<file path="src/rtl/div_sequencer.sv">
`default_nettype none
// +-------------------------------------------------------------------------+
// | div_sequencer                                                           |
// | Buffers divide operands in a FIFO, sequences a fixed-latency divider    |
// | and holds each result until it is taken.                                |
// | Revision: 1.0                                                           |
// +-------------------------------------------------------------------------+
module div_sequencer #(
    parameter int DEPTH = 4,
    parameter int LAT   = 12
) (
    input  logic        clk,
    input  logic        rst,
    input  logic        in_valid,
    output logic        in_ready,
    input  logic [9:0]  in_a,
    input  logic [4:0]  in_d,
    output logic [9:0]  div_ain,
    output logic [4:0]  div_din,
    output logic        div_start,
    output logic        div_finish,
    input  logic [5:0]  div_quo,
    input  logic [5:0]  div_rem,
    input  logic        div_divby0,
    input  logic        div_overflow,
    output logic        out_valid,
    input  logic        out_ready,
    output logic [5:0]  out_quo,
    output logic [5:0]  out_rem,
    output logic        out_divby0,
    output logic        out_overflow,
    output logic        busy
);

    localparam int c_PTR_W = $clog2(DEPTH);
    localparam int c_CNT_W = $clog2(LAT);
    localparam logic [c_PTR_W:0]   c_FULL     = (c_PTR_W + 1)'(DEPTH);
    localparam logic [c_CNT_W-1:0] c_CNT_LOAD = c_CNT_W'(LAT - 1);

    localparam logic [2:0] c_IDLE   = 3'd0;
    localparam logic [2:0] c_LOAD   = 3'd1;
    localparam logic [2:0] c_START  = 3'd2;
    localparam logic [2:0] c_RUN    = 3'd3;
    localparam logic [2:0] c_FINISH = 3'd4;

    logic [2:0]         r_state;
    logic [2:0]         w_next;
    logic [c_CNT_W-1:0] r_cnt;

    logic [14:0]        r_mem [DEPTH];
    logic [c_PTR_W-1:0] r_wr_ptr;
    logic [c_PTR_W-1:0] r_rd_ptr;
    logic [c_PTR_W:0]   r_count;
    logic               w_push;
    logic               w_pop;
    logic               w_empty;

    logic [9:0]         r_ain;
    logic [4:0]         r_din;
    logic               r_out_valid;
    logic [5:0]         r_out_quo;
    logic [5:0]         r_out_rem;
    logic               r_out_divby0;
    logic               r_out_overflow;

    assign in_ready = (r_count != c_FULL);
    assign w_empty  = (r_count == '0);
    assign w_push   = in_valid && in_ready;
    // The head entry leaves the FIFO during the LOAD cycle only.
    assign w_pop    = (r_state == c_LOAD);

    // Storage carries no reset; emptiness is defined by the occupancy count.
    always_ff @(posedge clk) begin
        if (w_push) begin
            r_mem[r_wr_ptr] <= {in_a, in_d};
        end
    end

    always_ff @(posedge clk or negedge rst) begin
        if (!rst) begin
            r_wr_ptr <= '0;
            r_rd_ptr <= '0;
            r_count  <= '0;
        end else begin
            if (w_push) begin
                r_wr_ptr <= r_wr_ptr + 1'b1;
            end
            if (w_pop) begin
                r_rd_ptr <= r_rd_ptr + 1'b1;
            end
            case ({w_push, w_pop})
                2'b10:   r_count <= r_count + 1'b1;
                2'b01:   r_count <= r_count - 1'b1;
                default: r_count <= r_count;
            endcase
        end
    end

    always_ff @(posedge clk or negedge rst) begin
        if (!rst) begin
            r_state <= c_IDLE;
        end else begin
            r_state <= w_next;
        end
    end

    always_comb begin
        w_next = r_state;
        case (r_state)
            c_IDLE:   if (!w_empty) w_next = c_LOAD;
            c_LOAD:   w_next = c_START;
            c_START:  w_next = c_RUN;
            // A still-unclaimed result stalls completion with the count at zero.
            c_RUN:    if ((r_cnt == '0) && (!r_out_valid || out_ready)) w_next = c_FINISH;
            c_FINISH: w_next = w_empty ? c_IDLE : c_LOAD;
            default:  w_next = c_IDLE;
        endcase
    end

    always_ff @(posedge clk or negedge rst) begin
        if (!rst) begin
            r_cnt <= '0;
            r_ain <= '0;
            r_din <= '0;
        end else begin
            if (r_state == c_START) begin
                r_cnt <= c_CNT_LOAD;
            end else if ((r_state == c_RUN) && (r_cnt != '0)) begin
                r_cnt <= r_cnt - c_CNT_W'(1);
            end
            if (r_state == c_LOAD) begin
                {r_ain, r_din} <= r_mem[r_rd_ptr];
            end
        end
    end

    always_ff @(posedge clk or negedge rst) begin
        if (!rst) begin
            r_out_valid    <= 1'b0;
            r_out_quo      <= '0;
            r_out_rem      <= '0;
            r_out_divby0   <= 1'b0;
            r_out_overflow <= 1'b0;
        end else if (r_state == c_FINISH) begin
            r_out_valid    <= 1'b1;
            r_out_quo      <= div_quo;
            r_out_rem      <= div_rem;
            r_out_divby0   <= div_divby0;
            r_out_overflow <= div_overflow;
        end else if (r_out_valid && out_ready) begin
            r_out_valid    <= 1'b0;
        end
    end

    assign div_ain      = r_ain;
    assign div_din      = r_din;
    assign div_start    = (r_state == c_START);
    assign div_finish   = (r_state == c_FINISH);
    assign busy         = (r_state != c_IDLE);
    assign out_valid    = r_out_valid;
    assign out_quo      = r_out_quo;
    assign out_rem      = r_out_rem;
    assign out_divby0   = r_out_divby0;
    assign out_overflow = r_out_overflow;

endmodule
`default_nettype wire
</file>
<file path="config.mk">
export PLATFORM = sky130hd
export DESIGN_NAME = div_sequencer
export DESIGN_NICKNAME = d
export VERILOG_FILES = /design/src/rtl/div_sequencer.sv
export SDC_FILE = /design/constraint.sdc
export NUM_CORES = 1
export LEC_CHECK = 0
export BUFFER_PORTS_ARGS = -buffer_cell sky130_fd_sc_hd__buf_2
export CAP_MARGIN = 40
export CELL_PAD_IN_SITES_DETAIL_PLACEMENT = 1
export CELL_PAD_IN_SITES_GLOBAL_PLACEMENT = 1
export CORE_MARGIN = 5
export CORE_UTILIZATION = 42
export CTS_CLUSTER_SIZE = 8
export DETAILED_ROUTE_END_ITERATION = 6
export HOLD_SLACK_MARGIN = 0.05
export PLACE_DENSITY_LB_ADDON = 0.15
export SETUP_SLACK_MARGIN = 0.4
export SLEW_MARGIN = 0
export SYNTH_ARGS = -nofsm -noshare
export SYNTH_HDL_FRONTEND = slang
export SYNTH_SLANG_ARGS = --single-unit
</file>
<file path="constraint.sdc">
create_clock -name clk -period 1.99 [get_ports clk]
set_input_delay 0.2985 -clock clk [delete_from_list [all_inputs] [get_ports clk]]
set_output_delay 0.2985 -clock clk [all_outputs]
set_load 0.01 [all_outputs]
</file>
==> results of run 1 <==
==> cell usage in the layout, fill, tap and decap left out, types with 3 or more instances in the layout <==
master                     Yosys  layout
sky130_fd_sc_hd__o221ai_2     10      10
sky130_fd_sc_hd__dfrtp_1      44      44
sky130_fd_sc_hd__buf_6         3      10
sky130_fd_sc_hd__xnor2_1       3       3
sky130_fd_sc_hd__mux2_2       15      15
sky130_fd_sc_hd__clkbuf_1      4       3
sky130_fd_sc_hd__clkbuf_8      0      11
sky130_fd_sc_hd__nand2b_1      3       3
sky130_fd_sc_hd__nand2_1      20      20
sky130_fd_sc_hd__mux2i_1      32      32
sky130_fd_sc_hd__ha_1          7       6
sky130_fd_sc_hd__nor2_1        4       3
sky130_fd_sc_hd__o221ai_1      6       6
sky130_fd_sc_hd__buf_2         3      63
sky130_fd_sc_hd__buf_4         1      18
sky130_fd_sc_hd__inv_1         8       6
sky130_fd_sc_hd__edfxtp_1     60      60
sky130_fd_sc_hd__and3_2        0       4
==> what timing repair did <==
action,in CTS,in global routing
hold buffers,1,0
endpoints found under the setup margin,63,85
buffers inserted,7,8
endpoints found under the hold margin,44,0
gates resized for setup,16,5
pin swaps,7,9
==> how the worst min path moves through the flow <==
stage	cells past startpoint	endpoint
2_1_floorplan	0	div_ain[0]
3_3_place_gp	2	div_ain[6]
3_5_place_dp	2	div_ain[6]
4_1_cts	1	r_mem[2][3]
5_1_grt	1	r_mem[2][4]
6_report	1	r_mem[3][0]
==> sequential cells by signal, summed over array words and instances, names as in the netlist, 3 cells and up <==
| name | count |
|---|---|
| div_ain | 10 |
| div_din | 5 |
| out_quo | 6 |
| out_rem | 6 |
| r_cnt | 4 |
| r_count | 3 |
| r_mem | 60 |
| r_state | 3 |
==> per-layer routing <==
metal  track usage (%)  up-vias  part of all wire [%]
met5                 0        -                  0.13
met3              4.58       14                   5.6
met1              18.2     1201                    42
met2              25.7       56                    51
li1                  -     1135                     -
met4              5.61        2                   1.2
==> power by group through the flow <==
| stage | clock [mW] | sequential [mW] | combinational, mW |
|---|---|---|---|
| after floorplan | 0 | 3.45 | 1.71 |
| after global placement | 0 | 3.32 | 2.69 |
| after detailed placement | 0 | 3.35 | 2.79 |
| after CTS | 1.38 | 3.31 | 2.97 |
| after global routing | 1.48 | 3.38 | 3.39 |
| final | 1.32 | 3.29 | 3.07 |
==> Yosys cell counts <==
| cell | number |
|---|---|
| sky130_fd_sc_hd__edfxtp_1 | 60 |
| sky130_fd_sc_hd__dfrtp_1 | 44 |
| sky130_fd_sc_hd__mux2i_1 | 32 |
| sky130_fd_sc_hd__nand2_1 | 20 |
| sky130_fd_sc_hd__mux2_2 | 15 |
| sky130_fd_sc_hd__o221ai_2 | 10 |
| sky130_fd_sc_hd__inv_1 | 8 |
| sky130_fd_sc_hd__ha_1 | 7 |
| sky130_fd_sc_hd__o221ai_1 | 6 |
| sky130_fd_sc_hd__and3_1 | 5 |
| sky130_fd_sc_hd__clkbuf_1 | 4 |
| sky130_fd_sc_hd__nor2_1 | 4 |
| sky130_fd_sc_hd__buf_2 | 3 |
| sky130_fd_sc_hd__buf_6 | 3 |
| sky130_fd_sc_hd__nand2b_1 | 3 |
| sky130_fd_sc_hd__o21ai_0 | 3 |
| sky130_fd_sc_hd__xnor2_1 | 3 |
| sky130_fd_sc_hd__and2_1 | 2 |
| sky130_fd_sc_hd__nor2b_1 | 2 |
| sky130_fd_sc_hd__o211ai_1 | 2 |
| sky130_fd_sc_hd__or3_1 | 2 |
| sky130_fd_sc_hd__or3b_1 | 2 |
| sky130_fd_sc_hd__xor2_1 | 2 |
| sky130_fd_sc_hd__and4_1 | 1 |
| sky130_fd_sc_hd__buf_4 | 1 |
| sky130_fd_sc_hd__buf_8 | 1 |
| sky130_fd_sc_hd__clkinv_4 | 1 |
| sky130_fd_sc_hd__fa_1 | 1 |
| sky130_fd_sc_hd__nand2_4 | 1 |
| sky130_fd_sc_hd__nand2b_4 | 1 |
| sky130_fd_sc_hd__nand4_1 | 1 |
| sky130_fd_sc_hd__nor3_1 | 1 |
| sky130_fd_sc_hd__nor3b_1 | 1 |
| sky130_fd_sc_hd__o21a_1 | 1 |
| sky130_fd_sc_hd__o31a_1 | 1 |
| sky130_fd_sc_hd__o31ai_1 | 1 |
| sky130_fd_sc_hd__or2b_1 | 1 |
==> kinds of logic (layout without fill, tap and decap cells) <==
kind of cell	Yosys count	in the layout	share of synthesized area, %
flip-flops	104	104	69.4
multiplexers	47	47	11.7
AND/OR/NAND/NOR	47	47	6.11
AO/OA/AOI/OAI	24	24	6.14
buffers and inverters	21	120	2.99
adder cells (fa/ha/maj)	8	8	2.57
XOR/XNOR	5	5	1.05
==> layout make-up <==
| type | instances | area, um2 | share of cell area, % |
|---|---|---|---|
| flip-flops and latches | 104 | 2900 | 56.4 |
| multi-input cells | 131 | 1200 | 23.4 |
| repair buffers | 95 | 628 | 12.2 |
| well taps | 133 | 166 | 3.24 |
| clock buffers | 14 | 163 | 3.16 |
| inverters | 9 | 41.3 | 0.803 |
| clock inverters | 2 | 38.8 | 0.754 |
==> per-stage QoR <==
| stage | setup WS [ns] | cell area (um2) | total power, mW |
|---|---|---|---|
| 2_1_floorplan | -0.0167 | 4200 | 5.16 |
| 3_3_place_gp | 0.0287 | 4730 | 6.01 |
| 3_5_place_dp | -0.00918 | 4740 | 6.13 |
| 4_1_cts | 0.0225 | 5060 | 7.65 |
| 5_1_grt | -0.0940 | 5140 | 8.25 |
| 6_report | -0.0111 | 5140 | 7.68 |
==> worst register-to-register path, cell delays in order (launching register included) <==
cell and delay (ns):
sky130_fd_sc_hd__dfrtp_1 0.39, sky130_fd_sc_hd__or3b_4 0.40, sky130_fd_sc_hd__and2_4 0.16, sky130_fd_sc_hd__inv_4 0.05, sky130_fd_sc_hd__ha_4 0.12, sky130_fd_sc_hd__inv_2 0.03, sky130_fd_sc_hd__fa_2 0.32, sky130_fd_sc_hd__xor2_1 0.15
sky130_fd_sc_hd__nor2_1 0.14, sky130_fd_sc_hd__xor2_1 0.16
==> impl_results.rst, run 1 <==
.. list-table::
   :header-rows: 1

   * - Metric
     - Value
   * - Detail-routed via count per cell
     - 4.93
   * - Total core area
     - 9730 um2
   * - Switching pwr
     - 2.53 mW
   * - Capturing element of the worst setup path
     - r_count[2]
   * - Count of H-tree levels built during CTS
     - 3
   * - Fraction of the yosys area taken by sequential cells
     - 69.4%
   * - Standby leakage power
     - 2.18 nW
   * - Antenna violation net count after detailed routing
     - 0
   * - Number of buffers inserted by port buffering
     - 66
   * - First-pass GRT wire length
     - 13500 um
   * - Cell repeated most along the worst path
     - sky130_fd_sc_hd__xor2_1
   * - R2r startpoint
     - r_count[0]
   * - Final weighted congestion in routability-driven placement
     - 0.731
   * - Transition at the pin with the smallest max-transition slack
     - 0.424 ns
   * - PwrDens
     - 1490 nW/um2
   * - Post-synth top area share
     - 43.1%
   * - Number of cells after detailed placement
     - 456
   * - Largest net degree at the start of global routing
     - 45
   * - Vias post-DR
     - 2408
   * - Area of the mapped netlist
     - 4180 um2
   * - Launching element type of the critical path
     - register
   * - Worst setup EP type
     - register
   * - Total inserted antenna cells
     - 0
   * - Number of buffers created by CTS
     - 9
   * - Horizontal die dimension
     - 110 um
   * - Cell row count
     - 36
   * - Class of the tightest hold or removal check
     - primary input to register
   * - WL/cell
     - 17.2 um
   * - Data arrival time of the critical path
     - 2.28 ns
   * - Peak supply drop
     - 0.000631 V
   * - Number of synthesized register bits
     - 104
   * - Synth unique cells
     - 37
   * - Routed Wire Length
     - 8420 um
   * - Clk pwr share
     - 17.2%
   * - Sequential power share
     - 42.9%
   * - Beginning of the worst hold path
     - in_d[0]
   * - Total I/O pin count
     - 67
   * - CTS sink cnt
     - 104
   * - Buffer type at the clock tree root
     - sky130_fd_sc_hd__clkbuf_8
   * - Number of global-route vias before repair
     - 2592
   * - Clock-pin slew on the worst setup and hold paths
     - 0.09 ns
   * - Internal Dissipation
     - 5.15 mW
   * - Ratio of final minimum period to clock period
     - 101%
   * - Net Sw Frac
     - 32.9%
   * - Detailed placer's ending HPWL
     - 5370 um
   * - Post-synth net total
     - 297
   * - Highest cell delay on the worst timing path
     - 0.40 ns
   * - Clock skew after layout
     - 0.00589 ns
   * - Synthesis warning total
     - 0
   * - WP buf/inv
     - 2
   * - Floorplan die height
     - 110 um
   * - Fin. Hold Viols
     - 0
   * - End of the worst register-to-register path
     - r_count[2]
   * - Overall Global Routing Usage
     - 15.2%
   * - Total die area
     - 12000 um2
   * - Normalized max-slew margin
     - 71.7%
   * - Largest fanout on the critical path
     - 2
   * - Final hold slack
     - 0.149 ns
   * - Sum Neg Setup Slack
     - -0.0111 ns
   * - Maximum clock path buffer count
     - 2
   * - Crit path launch
     - r_count[0]
   * - Worst-path cell with the longest stage delay
     - sky130_fd_sc_hd__or3b_4
   * - Critical path cell sequence
     - or3b_4, and2_4, inv_4, ha_4, inv_2, fa_2, xor2_1, nor2_1, xor2_1
   * - Synthesis-to-layout area growth
     - 23.0%
   * - Worst EP required
     - 2.27 ns
   * - Total setup violations reported at the end of the flow
     - 1
   * - Clock period minus worst slack
     - 2.00 ns
   * - Violation count after the first detailed-route iteration
     - 66
   * - Combinational cell fraction of total power
     - 39.9%
   * - Fraction of the core area covered by cells at the end of the flow
     - 52.9%
   * - Status
     - finished with violations
   * - Synth area leaders
     - sky130_fd_sc_hd__edfxtp_1 (43%), sky130_fd_sc_hd__dfrtp_1 (26%), sky130_fd_sc_hd__mux2i_1 (7.7%)
   * - Initial standard-cell utilization of the core
     - 43.0%
   * - RSZ-0062 raised after global routing
     - true
   * - Category of the most critical setup path
     - register to register
   * - Clock insertion delay at the later pin of the skew report
     - 0.36 ns
   * - Max Cap Violations
     - 0
   * - Fill cell total of the finished layout
     - 990
   * - Violated checks
     - setup timing
   * - Layout Cells excl Fill
     - 488
   * - Setup slack after layout
     - -0.0111 ns
   * - Mapped Cells
     - 256
   * - Fraction of layout cells with a size suffix above 1
     - 42.0%
   * - Remaining design rule violation count
     - 0
   * - Number of gates on the worst path with buffers counted
     - 9
   * - Highest clock frequency the design can meet
     - 0.500 GHz
   * - Average size of a mapped cell
     - 16.3 um2
   * - Max-slew violations
     - 0
   * - Synth area leader
     - sky130_fd_sc_hd__edfxtp_1
   * - TritonCTS clock tree
     - built
   * - Drt pass-1 iters
     - 4
   * - Overflow after GRT
     - 0
   * - Number of nets in the final layout
     - 391
   * - Setup slack, reg-to-reg
     - -0.01 ns
   * - CP top delay family
     - simple AND/OR/NAND/NOR gates
   * - Initial antenna violation count
     - 1
   * - Worst Reg2Reg Path Length in Cells
     - 9
No activity file was read; power rests on OpenSTA's default activity.
==> run 2: changes to the inputs <==
==> constraint.sdc (replaced) <==
create_clock -name clk -period 1.99 [get_ports clk]
set_input_delay 0.398 -clock clk [delete_from_list [all_inputs] [get_ports clk]]
set_output_delay 0.398 -clock clk [all_outputs]
set_load 0.01 [all_outputs]
==> impl_results.rst, run 2 (synthesis results as in run 1) <==
.. list-table::
   :header-rows: 1

   * - Metric
     - Value
   * - Final design area excluding fillers
     - 5080 um2
   * - Number of nets in the final layout
     - 387
   * - Antenna violation net count after detailed routing
     - 0
   * - R2r startpoint
     - r_count[1]
   * - TritonCTS clock tree
     - built
   * - Worst slack, placed
     - -0.0265 ns
   * - Detail-routed via count per cell
     - 4.92
   * - Standby leakage power
     - 2.14 nW
   * - Worst EP required
     - 2.27 ns
   * - Overall Global Routing Usage
     - 15.0%
   * - Cell row count
     - 36
   * - Combinational cell fraction of total power
     - 39.7%
   * - Total I/O pin count
     - 67
   * - Clock-pin slew on the worst setup and hold paths
     - 0.10 ns
   * - Peak supply drop
     - 0.000693 V
   * - Class of the tightest hold or removal check
     - primary input to async pin
   * - Post-route met1 wirelength
     - 3440 um
   * - Fraction of layout cells with a size suffix above 1
     - 42.2%
   * - Commonest non-fill, non-tap cells in the layout
     - sky130_fd_sc_hd__buf_2 (64), sky130_fd_sc_hd__edfxtp_1 (60), sky130_fd_sc_hd__dfrtp_1 (44)
   * - Highest cell delay on the worst timing path
     - 0.40 ns
   * - Cell repeated most along the worst path
     - sky130_fd_sc_hd__xor2_1
   * - End of the worst register-to-register path
     - r_count[2]
   * - Overall power
     - 7.54 mW
   * - WP buf/inv
     - 2
   * - Violation count after the first detailed-route iteration
     - 58
   * - WL met2
     - 4220 um
   * - Buffer type at the clock tree root
     - sky130_fd_sc_hd__clkbuf_8
   * - Setup slack after layout
     - 0.0288 ns
   * - Count of H-tree levels built during CTS
     - 3
   * - Number of buffers inserted by port buffering
     - 66
   * - Fraction of the core area covered by cells at the end of the flow
     - 52.3%
   * - Clock skew after layout
     - 0.0134 ns
   * - Number of buffers created by CTS
     - 9
   * - Flip-flop count of the largest register after layout
     - 60
   * - CTS sink cnt
     - 104
   * - Remaining design rule violation count
     - 0
   * - Final hold slack
     - 0.128 ns
   * - Setup slack, reg-to-reg
     - 0.03 ns
   * - Max Cap Violations
     - 0
   * - Max-slew violations
     - 0
   * - Routed Wire Length
     - 8330 um
   * - Worst setup EP type
     - register
   * - Clk pwr share
     - 16.8%
   * - Worst Reg2Reg Path Length in Cells
     - 9
   * - Maximum clock path buffer count
     - 2
   * - Transition at the pin with the smallest max-transition slack
     - 0.635 ns
   * - Register containing the most flip-flops in the final layout
     - r_mem
   * - PwrDens
     - 1480 nW/um2
   * - Synthesis-to-layout area growth
     - 21.6%
   * - Total die area
     - 12000 um2
   * - Highest clock frequency the design can meet
     - 0.510 GHz
   * - Initial standard-cell utilization of the core
     - 43.0%
   * - Clock period minus worst slack
     - 1.96 ns
   * - Final weighted congestion in routability-driven placement
     - 0.742
   * - Sequential power share
     - 43.6%
   * - Status
     - finished clean
   * - Largest net degree at the start of global routing
     - 45
   * - RSZ-0062 raised after global routing
     - true
   * - Clock insertion delay at the later pin of the skew report
     - 0.36 ns
   * - Placement-stage cell area
     - 4700 um2
   * - Number of gates on the worst path with buffers counted
     - 9
   * - Total inserted antenna cells
     - 0
   * - Launching element type of the critical path
     - register
   * - Floorplan die height
     - 110 um
   * - Largest fanout on the critical path
     - 2
   * - Vias post-DR
     - 2382
   * - Most common library cell in the layout ignoring fill and taps
     - sky130_fd_sc_hd__buf_2
   * - Drt pass-1 iters
     - 4
   * - Highest signal layer in the routed design
     - met5
   * - Total core area
     - 9730 um2
   * - Post-cts hold buffer count
     - 0
   * - Detailed placer's ending HPWL
     - 5230 um
   * - Capturing element of the worst setup path
     - r_count[2]
   * - Fin. Hold Viols
     - 0
   * - Number of global-route vias before repair
     - 2629
   * - Crit path launch
     - r_count[1]
   * - Overflow after GRT
     - 0
   * - Initial antenna violation count
     - 2
   * - Critical path cell sequence
     - or3b_4, and2_4, inv_4, ha_4, inv_2, fa_2, xor2_1, nor2_1, xor2_1
   * - Horizontal die dimension
     - 110 um
   * - WL/cell
     - 17.2 um
   * - Net Sw Frac
     - 34.0%
   * - Data arrival time of the critical path
     - 2.25 ns
   * - First-pass GRT wire length
     - 13300 um
   * - Total setup violations reported at the end of the flow
     - 0
   * - CP top delay family
     - simple AND/OR/NAND/NOR gates
   * - Ratio of final minimum period to clock period
     - 98.6%
   * - Switching pwr
     - 2.56 mW
   * - Worst-path cell with the longest stage delay
     - sky130_fd_sc_hd__or3b_4
   * - Category of the most critical setup path
     - register to register
   * - Normalized max-slew margin
     - 57.7%
   * - Internal Dissipation
     - 4.97 mW
   * - Met3 wirelength from detailed routing
     - 500 um
[run 2: metal layers]
layer | vias up | GRT usage [%]
met1 | 1188 | 17.8
li1 | 1125 | -
met2 | 52 | 25.7
met5 | - | 0
met4 | 4 | 4.90
met3 | 13 | 5.17
[run 2: metrics by stage]
stage | std cells | setup TNS, ns
floorplan | 256 | -0.0167
global placement | 455 | 0
detailed placement | 455 | -0.0265
CTS | 481 | -0.000590
global route | 484 | -0.0674
finish | 484 | 0
[run 2: what timing repair did]
item,4_1_cts,5_1_grt
pin swaps,9,6
buffers inserted,10,3
setup endpoints to repair,66,85
resized for setup,22,1
[run 2: worst register-to-register path, delay by kind of cell, from the launching register on]
family        cells  cell delay [ns]
flops             1             0.39
buf+inv           2             0.08
simple gates      3             0.68
fa+ha+maj         2             0.45
xor+xnor          2             0.29
[run 2: cell type report]
class / count / area [um2]
Fill cell: 974 / 4650
Sequential cell: 104 / 2900
Multi-Input combinational cell: 131 / 1210
Timing Repair Buffer: 91 / 569
Tap cell: 133 / 166
Clock buffer: 11 / 151
Inverter: 9 / 41.3
Clock inverter: 5 / 38.8
[run 2: how the worst min path moves through the flow]
stage,slack [ns],endpoint,cells past startpoint,from
2_1_floorplan,0.10,div_ain[0],0,rst
3_3_place_gp,0.47,div_ain[6],2,div_ain[6]
3_5_place_dp,0.47,div_ain[2],2,div_ain[2]
4_1_cts,0.15,div_ain[7],2,rst
5_1_grt,0.16,div_ain[6],2,rst
6_report,0.13,div_ain[0],2,rst
[run 2: power groups by stage]
stage	combinational, mW	sequential (mW)	clock, mW
global placement	2.66	3.31	0
global route	3.32	3.37	1.41
floorplan	1.71	3.45	0
finish	2.99	3.28	1.26
detailed placement	2.73	3.34	0
CTS	3.01	3.29	1.31
==> run 3: changes to the inputs <==
==> constraint.sdc (replaced) <==
create_clock -name clk -period 1.99 [get_ports clk]
set_input_delay 0.398 -clock clk [delete_from_list [all_inputs] [get_ports clk]]
set_output_delay 0.398 -clock clk [all_outputs]
set_load 0.02 [all_outputs]
==> impl_results.rst, run 3 (synthesis results as in run 1) <==
.. list-table::
   :header-rows: 1

   * - Metric
     - Value
   * - Total I/O pin count
     - 67
   * - Flip-flop count of the largest register after layout
     - 60
   * - Largest fanout on the critical path
     - 2
   * - Clock skew after layout
     - 0.00974 ns
   * - Category of the most critical setup path
     - register to register
   * - Violation count after the first detailed-route iteration
     - 73
   * - Internal Dissipation
     - 5.35 mW
   * - Sequential power share
     - 40.2%
   * - Max Cap Violations
     - 0
   * - Class of the tightest hold or removal check
     - primary input to register
   * - Register containing the most flip-flops in the final layout
     - r_mem
   * - Overall Global Routing Usage
     - 15.4%
   * - Ratio of final minimum period to clock period
     - 100%
   * - Cell row count
     - 36
   * - Fin. Hold Viols
     - 0
   * - Number of global-route vias before repair
     - 2638
   * - Overflow after GRT
     - 0
   * - Fraction of the core area covered by cells at the end of the flow
     - 54.2%
   * - Antenna violation net count after detailed routing
     - 0
   * - Highest cell delay on the worst timing path
     - 0.40 ns
   * - Maximum clock path buffer count
     - 2
   * - Count of H-tree levels built during CTS
     - 3
   * - Total die area
     - 12000 um2
   * - Total inserted antenna cells
     - 0
   * - Transition at the pin with the smallest max-transition slack
     - 0.312 ns
   * - Fill cell total of the finished layout
     - 977
   * - Standby leakage power
     - 2.25 nW
   * - Worst EP required
     - 2.28 ns
   * - Most common library cell in the layout ignoring fill and taps
     - sky130_fd_sc_hd__buf_2
   * - Combinational cell fraction of total power
     - 42.2%
   * - Initial antenna violation count
     - 1
   * - WL/cell
     - 17.7 um
   * - Largest net degree at the start of global routing
     - 45
   * - Worst slack, placed
     - -0.0373 ns
   * - End of the worst register-to-register path
     - r_count[2]
   * - First-pass GRT wire length
     - 13600 um
   * - Launching element type of the critical path
     - register
   * - PwrDens
     - 1560 nW/um2
   * - Drt pass-1 iters
     - 4
   * - Synthesis-to-layout area growth
     - 26.2%
   * - Beginning of the worst hold path
     - in_d[3]
   * - Horizontal die dimension
     - 110 um
   * - R2r startpoint
     - r_count[1]
   * - Area used by multi-input combinational logic
     - 1270 um2
   * - TritonCTS clock tree
     - built
   * - Number of nets in the final layout
     - 392
   * - Number of buffers inserted by port buffering
     - 66
   * - Detail-routed via count per cell
     - 5.00
   * - Max-slew violations
     - 0
   * - Buffer type at the clock tree root
     - sky130_fd_sc_hd__clkbuf_8
   * - Data arrival time of the critical path
     - 2.29 ns
   * - Commonest non-fill, non-tap cells in the layout
     - sky130_fd_sc_hd__buf_2 (62), sky130_fd_sc_hd__edfxtp_1 (60), sky130_fd_sc_hd__dfrtp_1 (44)
   * - Worst Reg2Reg Path Length in Cells
     - 9
   * - Highest clock frequency the design can meet
     - 0.500 GHz
   * - Total core area
     - 9730 um2
   * - Remaining design rule violation count
     - 0
   * - Initial standard-cell utilization of the core
     - 43.0%
   * - Fraction of layout cells with a size suffix above 1
     - 42.4%
   * - Number of buffers created by CTS
     - 9
   * - Worst setup EP type
     - register
   * - Routed Wire Length
     - 8670 um
   * - Final weighted congestion in routability-driven placement
     - 0.732
   * - RSZ-0062 raised after global routing
     - true
   * - Total setup violations reported at the end of the flow
     - 1
   * - Critical path cell sequence
     - or3b_4, and2_4, inv_4, ha_4, inv_2, fa_2, xor2_1, nor2_1, xor2_1
   * - Violated checks
     - setup timing
   * - Setup slack, reg-to-reg
     - -0.009 ns
   * - Floorplan die height
     - 110 um
   * - Status
     - finished with violations
   * - Normalized max-slew margin
     - 79.2%
   * - Cell count of the worst hold path
     - 1
   * - Peak supply drop
     - 0.000689 V
   * - Worst-path cell with the longest stage delay
     - sky130_fd_sc_hd__or3b_4
   * - Clk pwr share
     - 17.6%
   * - Net Sw Frac
     - 35.0%
   * - Overall power
     - 8.23 mW
   * - Clock insertion delay at the later pin of the skew report
     - 0.37 ns
   * - Setup slack after layout
     - -0.00862 ns
   * - Sequential cell area
     - 2900 um2
   * - Clock-pin slew on the worst setup and hold paths
     - 0.10 ns
   * - Detailed placer's ending HPWL
     - 5590 um
   * - Endpoint of the worst hold path
     - r_mem[3][3]
   * - Vias post-DR
     - 2445
   * - Switching pwr
     - 2.88 mW
   * - CTS sink cnt
     - 104
   * - Clock period minus worst slack
     - 2.00 ns
   * - Cell repeated most along the worst path
     - sky130_fd_sc_hd__xor2_1
-- run 3: cell type report --
class / count / share of cell area (%)
clock buffers: 13 / 3.44
clock inverters: 3 / 0.902
repair buffers: 96 / 12.5
well taps: 133 / 3.16
multi-input cells: 131 / 24.2
flip-flops and latches: 104 / 55.0
inverters: 9 / 0.783
-- run 3: how the worst max path moves through the flow --
| stage | to | slack, ns | startpoint |
|---|---|---|---|
| after CTS | r_count[2] | -0.01 | r_count[1] |
| final | r_count[2] | -0.009 | r_count[1] |
| after floorplan | r_count[2] | -0.04 | r_count[0] |
| after detailed placement | r_count[2] | -0.04 | r_count[0] |
| after global placement | r_count[2] | 0.04 | r_count[0] |
| after global routing | r_count[2] | -0.09 | r_count[1] |
-- run 3: power by group through the flow --
stage	Clock, mW	Sequential, mW	Combinational (mW)
final	1.45	3.31	3.47
after global routing	1.59	3.39	3.78
after CTS	1.49	3.31	3.37
after detailed placement	0	3.35	3.04
after global placement	0	3.31	2.94
after floorplan	0	3.68	1.73
-- run 3: per-stage QoR --
| step | TNS, ns | cells | cell area, um2 | hold slack, ns |
|---|---|---|---|---|
| finish | -0.00862 | 489 | 5270 | 0.245 |
| global route | -0.0892 | 489 | 5270 | 0.222 |
| CTS | -0.0132 | 485 | 5170 | 0.221 |
| detailed placement | -0.0373 | 458 | 4740 | 0.408 |
| global placement | 0 | 457 | 4730 | 0.403 |
| floorplan | -0.0432 | 256 | 4200 | 0.102 |
-- run 3: metal layers --
layer | routed length [um] | share of wire (%) | up-vias | GRT usage (%)
met2 | 4550 | 52 | 50 | 27.1
met1 | 3520 | 41 | 1247 | 17.8
li1 | - | - | 1133 | -
met5 | 11 | 0.13 | - | 0
met3 | 466 | 5.4 | 13 | 4.64
met4 | 123 | 1.4 | 2 | 5.34
-- run 3: repair_timing --
item	4_1_cts	5_1_grt
hold buffers	1	0
pin swaps	9	8
resized for setup	32	18
endpoints found under the setup margin	74	27
hold endpoints to repair	44	0
setup buffers	10	4
-- run 3: critical path, delay by kind of cell (launching register included) --
kind | cells | cell delay (ns)
xor gates and xnor gates | 2 | 0.31
adders and majority gates | 2 | 0.46
buffers and inverters | 2 | 0.09
DFF | 1 | 0.39
and+or+nand+nor | 3 | 0.68
